[src/rtl/sd_crc_pkg.sv]
// Shared state type and CRC constants for the SD multi-lane CRC engine.
package sd_crc_pkg;

   typedef enum logic [1:0] {
      CALC  = 2'd0,
      SHIFT = 2'd1,
      CHECK = 2'd2
   } crc_state_t;

   localparam int unsigned CRC16_W = 16;
   localparam int unsigned CRC7_W  = 7;
   localparam logic [CRC16_W-1:0] CRC16_POLY = 16'h1021;
   localparam logic [CRC7_W-1:0]  CRC7_POLY  = 7'h09;

endpackage

[src/rtl/sd_crc_lanes_lane.sv]
// One bit-serial MSB-first CRC LFSR with load-init, zero-fill shift and data update.
module crc_lane
   import sd_crc_pkg::*;
#(
   parameter int unsigned      CRC_W = CRC16_W,
   parameter logic [CRC_W-1:0] POLY  = CRC16_POLY,
   parameter logic [CRC_W-1:0] INIT  = '0
) (
   input  logic             iclk,
   input  logic             irst,
   input  logic             iload_init,
   input  logic             ishift,
   input  logic             iupdate,
   input  logic             idata,
   output logic [CRC_W-1:0] ocrc
);

   logic [CRC_W-1:0] crc_q, crc_d;
   logic             fb;

   always_comb begin
      crc_d = crc_q;
      fb    = idata ^ crc_q[CRC_W-1];
      if (iload_init)
         crc_d = INIT;
      else if (ishift)
         crc_d = {crc_q[CRC_W-2:0], 1'b0};
      else if (iupdate)
         crc_d = {crc_q[CRC_W-2:0], 1'b0} ^ (fb ? POLY : '0);
   end

   always_ff @(posedge iclk) begin
      if (irst) crc_q <= INIT;
      else      crc_q <= crc_d;
   end

   assign ocrc = crc_q;

endmodule

[src/rtl/sd_crc_lanes.sv]
// Multi-lane SD CRC engine: accumulate, serialise out, or check received CRCs.
module sd_crc_lanes
   import sd_crc_pkg::*;
#(
   parameter int unsigned      LANES = 4,
   parameter int unsigned      CRC_W = CRC16_W,
   parameter logic [CRC_W-1:0] POLY  = CRC16_POLY,
   parameter logic [CRC_W-1:0] INIT  = '0
) (
   input  logic                   iclk,
   input  logic                   irst,
   input  logic                   iclr,
   input  logic                   ivalid,
   input  logic [LANES-1:0]       idata,
   input  logic                   istart_out,
   input  logic                   icheck,
   output logic [LANES*CRC_W-1:0] ocrc,
   output logic [LANES-1:0]       ocrc_bit,
   output logic                   ocrc_valid,
   output logic                   ocrc_done,
   output logic                   ocheck_done,
   output logic                   ocrc_ok,
   output logic [LANES-1:0]       olane_err
);

   localparam int unsigned      CNT_W   = $clog2(CRC_W);
   localparam logic [CNT_W-1:0] CNT_MAX = CNT_W'(CRC_W - 1);

   crc_state_t       state_q, state_d;
   logic [CNT_W-1:0] cnt_q, cnt_d;
   logic [LANES-1:0] crc_bit_q, crc_bit_d;
   logic             crc_valid_q, crc_valid_d;
   logic             crc_done_q, crc_done_d;
   logic             check_done_q, check_done_d;
   logic             crc_ok_q, crc_ok_d;
   logic [LANES-1:0] lane_err_q, lane_err_d;

   logic                   lane_init, lane_shift, lane_upd;
   logic [LANES*CRC_W-1:0] crc_all;
   logic [LANES-1:0]       msb;

   for (genvar g = 0; g < LANES; g++) begin : g_lane
      crc_lane #(
         .CRC_W (CRC_W),
         .POLY  (POLY),
         .INIT  (INIT)
      ) u_lane (
         .iclk       (iclk),
         .irst       (irst),
         .iload_init (lane_init),
         .ishift     (lane_shift),
         .iupdate    (lane_upd),
         .idata      (idata[g]),
         .ocrc       (crc_all[g*CRC_W +: CRC_W])
      );
   end

   always_comb begin
      msb = '0;
      for (int unsigned i = 0; i < LANES; i++)
         msb[i] = crc_all[i*CRC_W + CRC_W - 1];
   end

   // The start edge already emits the first bit and shifts, so SHIFT covers the
   // remaining CRC_W-1 bits and its cnt==0 cycle is the done/reload cycle.
   always_comb begin
      state_d      = state_q;
      cnt_d        = cnt_q;
      crc_bit_d    = '0;
      crc_valid_d  = 1'b0;
      crc_done_d   = 1'b0;
      check_done_d = 1'b0;
      crc_ok_d     = crc_ok_q;
      lane_err_d   = lane_err_q;
      lane_init    = 1'b0;
      lane_shift   = 1'b0;
      lane_upd     = 1'b0;
      if (iclr) begin
         state_d    = CALC;
         cnt_d      = '0;
         crc_ok_d   = 1'b0;
         lane_err_d = '0;
         lane_init  = 1'b1;
      end else begin
         case (state_q)
            CALC: begin
               if (istart_out) begin
                  state_d     = SHIFT;
                  cnt_d       = CNT_MAX;
                  crc_bit_d   = msb;
                  crc_valid_d = 1'b1;
                  lane_shift  = 1'b1;
               end else if (icheck) begin
                  state_d    = CHECK;
                  cnt_d      = CNT_MAX;
                  crc_ok_d   = 1'b0;
                  lane_err_d = '0;
               end else if (ivalid) begin
                  lane_upd = 1'b1;
               end
            end
            SHIFT: begin
               if (cnt_q == '0) begin
                  state_d    = CALC;
                  crc_done_d = 1'b1;
                  lane_init  = 1'b1;
               end else begin
                  crc_bit_d   = msb;
                  crc_valid_d = 1'b1;
                  lane_shift  = 1'b1;
                  cnt_d       = cnt_q - CNT_W'(1);
               end
            end
            CHECK: begin
               if (ivalid) begin
                  lane_err_d = lane_err_q | (idata ^ msb);
                  if (cnt_q == '0) begin
                     state_d      = CALC;
                     check_done_d = 1'b1;
                     crc_ok_d     = ~|lane_err_d;
                     lane_init    = 1'b1;
                  end else begin
                     lane_shift = 1'b1;
                     cnt_d      = cnt_q - CNT_W'(1);
                  end
               end
            end
            default: state_d = CALC;
         endcase
      end
   end

   always_ff @(posedge iclk) begin
      if (irst) begin
         state_q      <= CALC;
         cnt_q        <= '0;
         crc_bit_q    <= '0;
         crc_valid_q  <= 1'b0;
         crc_done_q   <= 1'b0;
         check_done_q <= 1'b0;
         crc_ok_q     <= 1'b0;
         lane_err_q   <= '0;
      end else begin
         state_q      <= state_d;
         cnt_q        <= cnt_d;
         crc_bit_q    <= crc_bit_d;
         crc_valid_q  <= crc_valid_d;
         crc_done_q   <= crc_done_d;
         check_done_q <= check_done_d;
         crc_ok_q     <= crc_ok_d;
         lane_err_q   <= lane_err_d;
      end
   end

   assign ocrc        = crc_all;
   assign ocrc_bit    = crc_bit_q;
   assign ocrc_valid  = crc_valid_q;
   assign ocrc_done   = crc_done_q;
   assign ocheck_done = check_done_q;
   assign ocrc_ok     = crc_ok_q;
   assign olane_err   = lane_err_q;

endmodule
[config.mk]
export PLATFORM = sky130hd
export DESIGN_NAME = sd_crc_lanes
export DESIGN_NICKNAME = d
export VERILOG_FILES = /design/src/rtl/sd_crc_pkg.sv /design/src/rtl/sd_crc_lanes_lane.sv /design/src/rtl/sd_crc_lanes.sv
export SDC_FILE = /design/constraint.sdc
export NUM_CORES = 1
export LEC_CHECK = 0
export CORE_ASPECT_RATIO = 1.5
export CORE_MARGIN = 8
export CORE_UTILIZATION = 25
export CTS_CLUSTER_DIAMETER = 50
export CTS_CLUSTER_SIZE = 14
export DETAILED_ROUTE_END_ITERATION = 16
export GPL_TIMING_DRIVEN = 0
export PLACE_DENSITY = 0.5
export SYNTH_ARGS = -nofsm -noshare
export SYNTH_HDL_FRONTEND = slang
export SYNTH_SLANG_ARGS = --single-unit
[constraint.sdc]
create_clock -name iclk -period 1.64 [get_ports iclk]
set_input_delay 0.164 -clock iclk [delete_from_list [all_inputs] [get_ports iclk]]
set_output_delay 0.164 -clock iclk [all_outputs]
set_load 0.01 [all_outputs]
[After elaboration in Yosys (flattened, before gate mapping)]
Cells that the tools add are included.
Storage, ports and cells
  register bits: 82
  logic and storage cells: 101
Operators by class
  $add $sub $neg: 1
  reductions and logical operators: 16
  equality and inequality tests: 7
  bitwise logic cells: 12
  multiplexer cells: 49
Operators with widths (number)
  16-bit two-way mux: 8
  16-bit XOR: 4
  13-bit two-way mux: 4
  4-bit two-way mux: 9
  1-bit two-way mux: 16
  4-bit case mux with 2 select lines: 2
  4-bit case mux with 3 select lines: 1
  3-bit OR reduction: 3
  2-bit two-way mux: 4
  2-bit inequality test, second input constant: 4
  1-bit case mux with 2 select lines: 3
  2-bit case mux with 3 select lines: 1
  5-bit AND reduction: 1
  4-bit logical NOT: 1
  4-bit OR: 1
  4-bit AND reduction: 1
  2-bit nonzero test: 2
  2-bit OR reduction: 2
  4-bit OR reduction: 1
  4-bit by 1-bit subtractor with 4-bit output, second input constant: 1
  1-bit XOR: 4
  4-bit XOR: 1
  3-bit inequality test, second input constant: 1
  1-bit case mux with 3 select lines: 1
  other kinds (8): 9

[Logic depth before layout (Yosys ltp)]
  depth in word-level cells: 7
  depth in mapped cells: 10

[Cells and area by module]
Synthesis repeated with hierarchy kept, for this count alone.
Second synthesis, totals
  cell total of the unflattened synthesis: 397
  area total of the unflattened synthesis: 3319.4 µm²
Modules (own cells, without submodules)
  crc_lane: area each 604.3 µm², cells an instance 75, times used 4
  sd_crc_lanes: area each 902.1 µm², cells an instance 97, times used 1

[Worst setup path after synthesis]
No wires, ideal clock.
  path type: register to register
  from: register state_q[0]
  to: register g_lane[2].u_lane.crc_q[10]
  library setup time: 0.132 ns
  stages on the path, launching flop included: 10
  data required time: 1.508 ns
  arrival: 1.649 ns
  clock period less this slack: 1.781 ns
  buffers on the path: 3
  setup slack: -0.141 ns
  cells stage by stage: dfxtp_1 > inv_1 > ha_1 > buf_4 > or3b_4 > o21a_1 > buf_2 > buf_2 > nand3_1 > a21oi_1
On the way
  word-level cells in the longest chain between the ends: 4
  elaborated cells between the ends (all ways): 12
  those cells by class: eq/ne: 2; mux: 7; reduce/logical: 3
RTL lines
  start: declaration: RTL line sd_crc_lanes.sv:29  | crc_state_t state_q, state_d;
  start signal: assignment: RTL line sd_crc_lanes.sv:144  | state_q <= state_d;
  2-bit == test (tied with other cells): RTL line sd_crc_lanes.sv:85  | case (state_q)
  1-bit case mux with 3 select lines (tied with other cells): RTL line sd_crc_lanes.sv:85
  1-bit two-way mux: RTL line sd_crc_lanes.sv:78  | if (iclr) begin
  16-bit two-way mux (tied with other cells): RTL line sd_crc_lanes_lane.sv:26  | else if (ishift)
  end signal: assignment: RTL line sd_crc_lanes_lane.sv:34  | else crc_q <= crc_d;
  end: declaration: RTL line sd_crc_lanes_lane.sv:18  | logic [CRC_W-1:0] crc_q, crc_d;
Parallel ways exist; a longest one is shown, timed or not.
A chain may end at the register's enable or synchronous reset.

[Worst setup path after layout]
  from: register state_q[1]
  to: register g_lane[1].u_lane.crc_q[7]
On the way
  word-level cells in the longest chain between the ends: 4
  elaborated cells between the ends (all ways): 12
  those cells by class: eq/ne: 2; mux: 7; reduce/logical: 3
RTL lines (RTL line)
  2-bit == test (tied with other cells): sd_crc_lanes.sv:85
  1-bit case mux with 3 select lines (tied with other cells): sd_crc_lanes.sv:85
  1-bit two-way mux: sd_crc_lanes.sv:78
  16-bit two-way mux (tied with other cells): sd_crc_lanes_lane.sv:26
  end signal: assignment: sd_crc_lanes_lane.sv:34
  end: declaration: sd_crc_lanes_lane.sv:18
Parallel ways exist; a longest one is shown, timed or not.

==> results.json <==
{
  "synthTopCellsByArea": "dfxtp_1 44%, a21oi_1 8.9%, nand3_1 7.8%, o21ai_0 6.6%, buf_2 4.0%",
  "ant_nets": 0,
  "drc_errors": 0,
  "synth_top_area_share_pct": 43.62,
  "vias": 3904,
  "gr-total-overflow": 0,
  "critPathRequiredTime_ns": 1.87,
  "fin_nets": 586,
  "power_frac_seq_pct": 40.7,
  "ios": 86,
  "die_h_um": 166.3,
  "ys.flop_type": "dfxtp_1",
  "synthMuxAreaShare_pct": 1.330,
  "first_iter_violations": 271,
  "yosysWarnings": 0,
  "drv_cap": 0,
  "chipWidth_um": 116.2,
  "grt_pass1_wl_mm": 21.83,
  "hold_viol": 0,
  "postSynthCellCount": 441,
  "hold_class": "reg -> reg",
  "pre_cts_slack_ns": -0.6323,
  "comb_power_share_pct": 20.0,
  "wire_per_inst_um": 18.42,
  "drt-pass1-iter-count": 6,
  "status": "finished, violations left",
  "skew_ns": 0.006820,
  "yosys.area_share.simple_pct": 20.05,
  "synth_cell_types": 50,
  "power.total_mw": 5.032,
  "clockBufferDepth": 2,
  "fin_cells": 775,
  "yosys.area.top_type": "dfxtp_1",
  "p_int_mw": 3.691,
  "async_flop_share_pct": 0,
  "dp.cells": 725,
  "max_slew_margin_pct": 53.35,
  "die_area_um2": 19320,
  "place_hpwl_mm": 9.515,
  "holdPathStages": 2,
  "post-route-min-period_ns": 1.807,
  "start_kind": "flop",
  "worstSkewPairLatency_ns": 0.34,
  "grt_pass1_vias": 3951,
  "port_buffers": 85,
  "ir_drop_mv": 0.4607,
  "antenna_found_initial": 0,
  "synthesis.nets": 456,
  "clkPwrFrac_pct": 39.3,
  "synth_seq_area_share_pct": 43.62,
  "fin_util_pct": 42.84,
  "wl_mm": 14.27,
  "layout-drive-gt1-share_pct": 33.68,
  "coreArea_um2": 14930,
  "synth-edff-count": 0,
  "cts_made_buffers": 9,
  "netlist_area_um2": 3764,
  "grt_use_total_pct": 14.64,
  "r2r_cells": 8,
  "power_density_nw_per_um2": 786.6,
  "rows": 55,
  "fin_crit_sh_pct": 110.2,
  "setup_violations": 70,
  "p_switching_mw": 1.341,
  "place_area_um2": 5020,
  "grt_max_degree": 13,
  "critPathCaptureType": "flop",
  "fin_ws_ns": -0.1665,
  "avgSynthCellArea_um2": 8.534,
  "synth_compound_area_share_pct": 26.23,
  "synth-seq-cells": 82,
  "p_leak_nw": 2.142,
  "clk_pin_slew_ns": 0.06,
  "sw_frac_of_total_pct": 26.65,
  "h-tree-depth": 3,
  "cts_root_buf": "clkbuf_16",
  "final_max_slew_viol_count": 0,
  "hold_buffers": 0,
  "cts.sinks": 82,
  "fmax_mhz": 553.6,
  "synth.most_common_cell": "dfxtp_1",
  "syn_to_final_growth_pct": 69.98,
  "violations": "negative setup slack",
  "cp.arrival_ns": 2.03,
  "via_per_inst": 5.037,
  "synth_commonest_cells": "82 x dfxtp_1, 67 x a21oi_1, 59 x nand3_1",
  "synthXorXnorAreaFrac_pct": 0.9309,
  "start_util_pct": 25.20,
  "gp_congestion": 0.7949,
  "cts_tree": "built",
  "final_area_um2": 6397,
  "synth_top_family_by_area": "compound AO/OA/AOI/OAI gates",
  "path_class": "reg -> reg",
  "holdWs_ns": 0.4755,
  "n_fill_cell": 1476,
  "crit_fanout": 10,
  "fin_setup_tns_ns": -8.933,
  "yosys.area_share.adder_pct": 1.662,
  "rsz0062_at_grt": "true",
  "diodes": 0,
  "max_slew.worst_pin.slew_ns": 0.6974
}
==> cell type report <==
cell class	count	area, um^2	share of cell area, %
plain buffers	40	513.0	8.019
flip-flops and latches	82	1653	25.84
repair buffers	123	1308	20.44
multi-input cells	311	2375	37.12
clock buffers	13	240.2	3.755
clock inverters	3	40.04	0.6259
inverters	4	20.02	0.3129
well taps	199	249.0	3.892
==> flip-flops by register name, summed over array words and instances (netlist names) <==
register,flops
g_lane.u_lane.ocrc,64
cnt_q,4
ocrc_bit,4
olane_err,4
state_q,2
ocheck_done,1
ocrc_done,1
ocrc_ok,1
ocrc_valid,1
==> kinds of logic (layout without fill, tap and decap cells) <==
group | after synthesis | in the layout
AOI/OAI and AO/OA | 163 | 163
xor gates and xnor gates | 4 | 4
adders and majority gates | 5 | 5
buffers and inverters | 48 | 183
DFF | 82 | 82
muxes | 5 | 5
and+or+nand+nor | 134 | 134
==> path summary, 6_finish.rpt <==
kind                                                from                       end  slack (ns)
worst min-delay path            g_lane[3].u_lane.ocrc[1]  g_lane[3].u_lane.ocrc[1]        0.48
worst max-delay path                          state_q[1]  g_lane[1].u_lane.ocrc[7]       -0.17
worst min register to register  g_lane[3].u_lane.ocrc[1]  g_lane[3].u_lane.ocrc[1]        0.48
worst max register to register                state_q[1]  g_lane[1].u_lane.ocrc[7]       -0.17
==> layout by cell type (no fill, tap or decap), types with 10 or more instances in the layout <==
cell / synthesis / routed
buf_4: 4 / 26
clkdlybuf4s50_1: 0 / 85
buf_8: 0 / 10
dfxtp_1: 82 / 77
a21oi_1: 67 / 54
o21ai_0: 50 / 42
nand3_1: 59 / 27
nand3_2: 0 / 30
a21oi_2: 1 / 12
buf_6: 0 / 23
clkbuf_16: 0 / 12
==> power groups by stage <==
| stage | Combinational (mW) | Sequential, mW | Clock (mW) |
|---|---|---|---|
| final | 1.01 | 2.05 | 1.98 |
| after global routing | 1.07 | 2.05 | 2.11 |
| after CTS | 0.866 | 2.05 | 2.02 |
| after detailed placement | 0.619 | 2.09 | 0 |
| after global placement | 0.610 | 2.09 | 0 |
| after floorplan | 0.414 | 2.09 | 0 |
==> worst max-delay path, cell delays in order, from the launching register on <==
cell and delay, ns:
dfxtp_4 0.38, ha_4 0.17, or2_4 0.23, buf_6 0.11
or3_4 0.33, buf_12 0.17, buf_8 0.15, nand3_1 0.07
a21oi_1 0.06
==> metal layers <==
layer  vias up  GRT usage (%)  routed length, um
met4         0          5.949                465
met3        26          4.332                784
met2       106          26.24               7585
met1      1887          15.28               5438
li1       1885              -                  -
met5         -              0                  0
==> what timing repair did <==
action / CTS / global route
buffers inserted: 25 / 7
cloned: 5 / 3
endpoints found under the setup margin: 78 / 81
pin swaps: 22 / 14
gates resized for setup: 120 / 79
No activity file was read; power rests on OpenSTA's default activity.
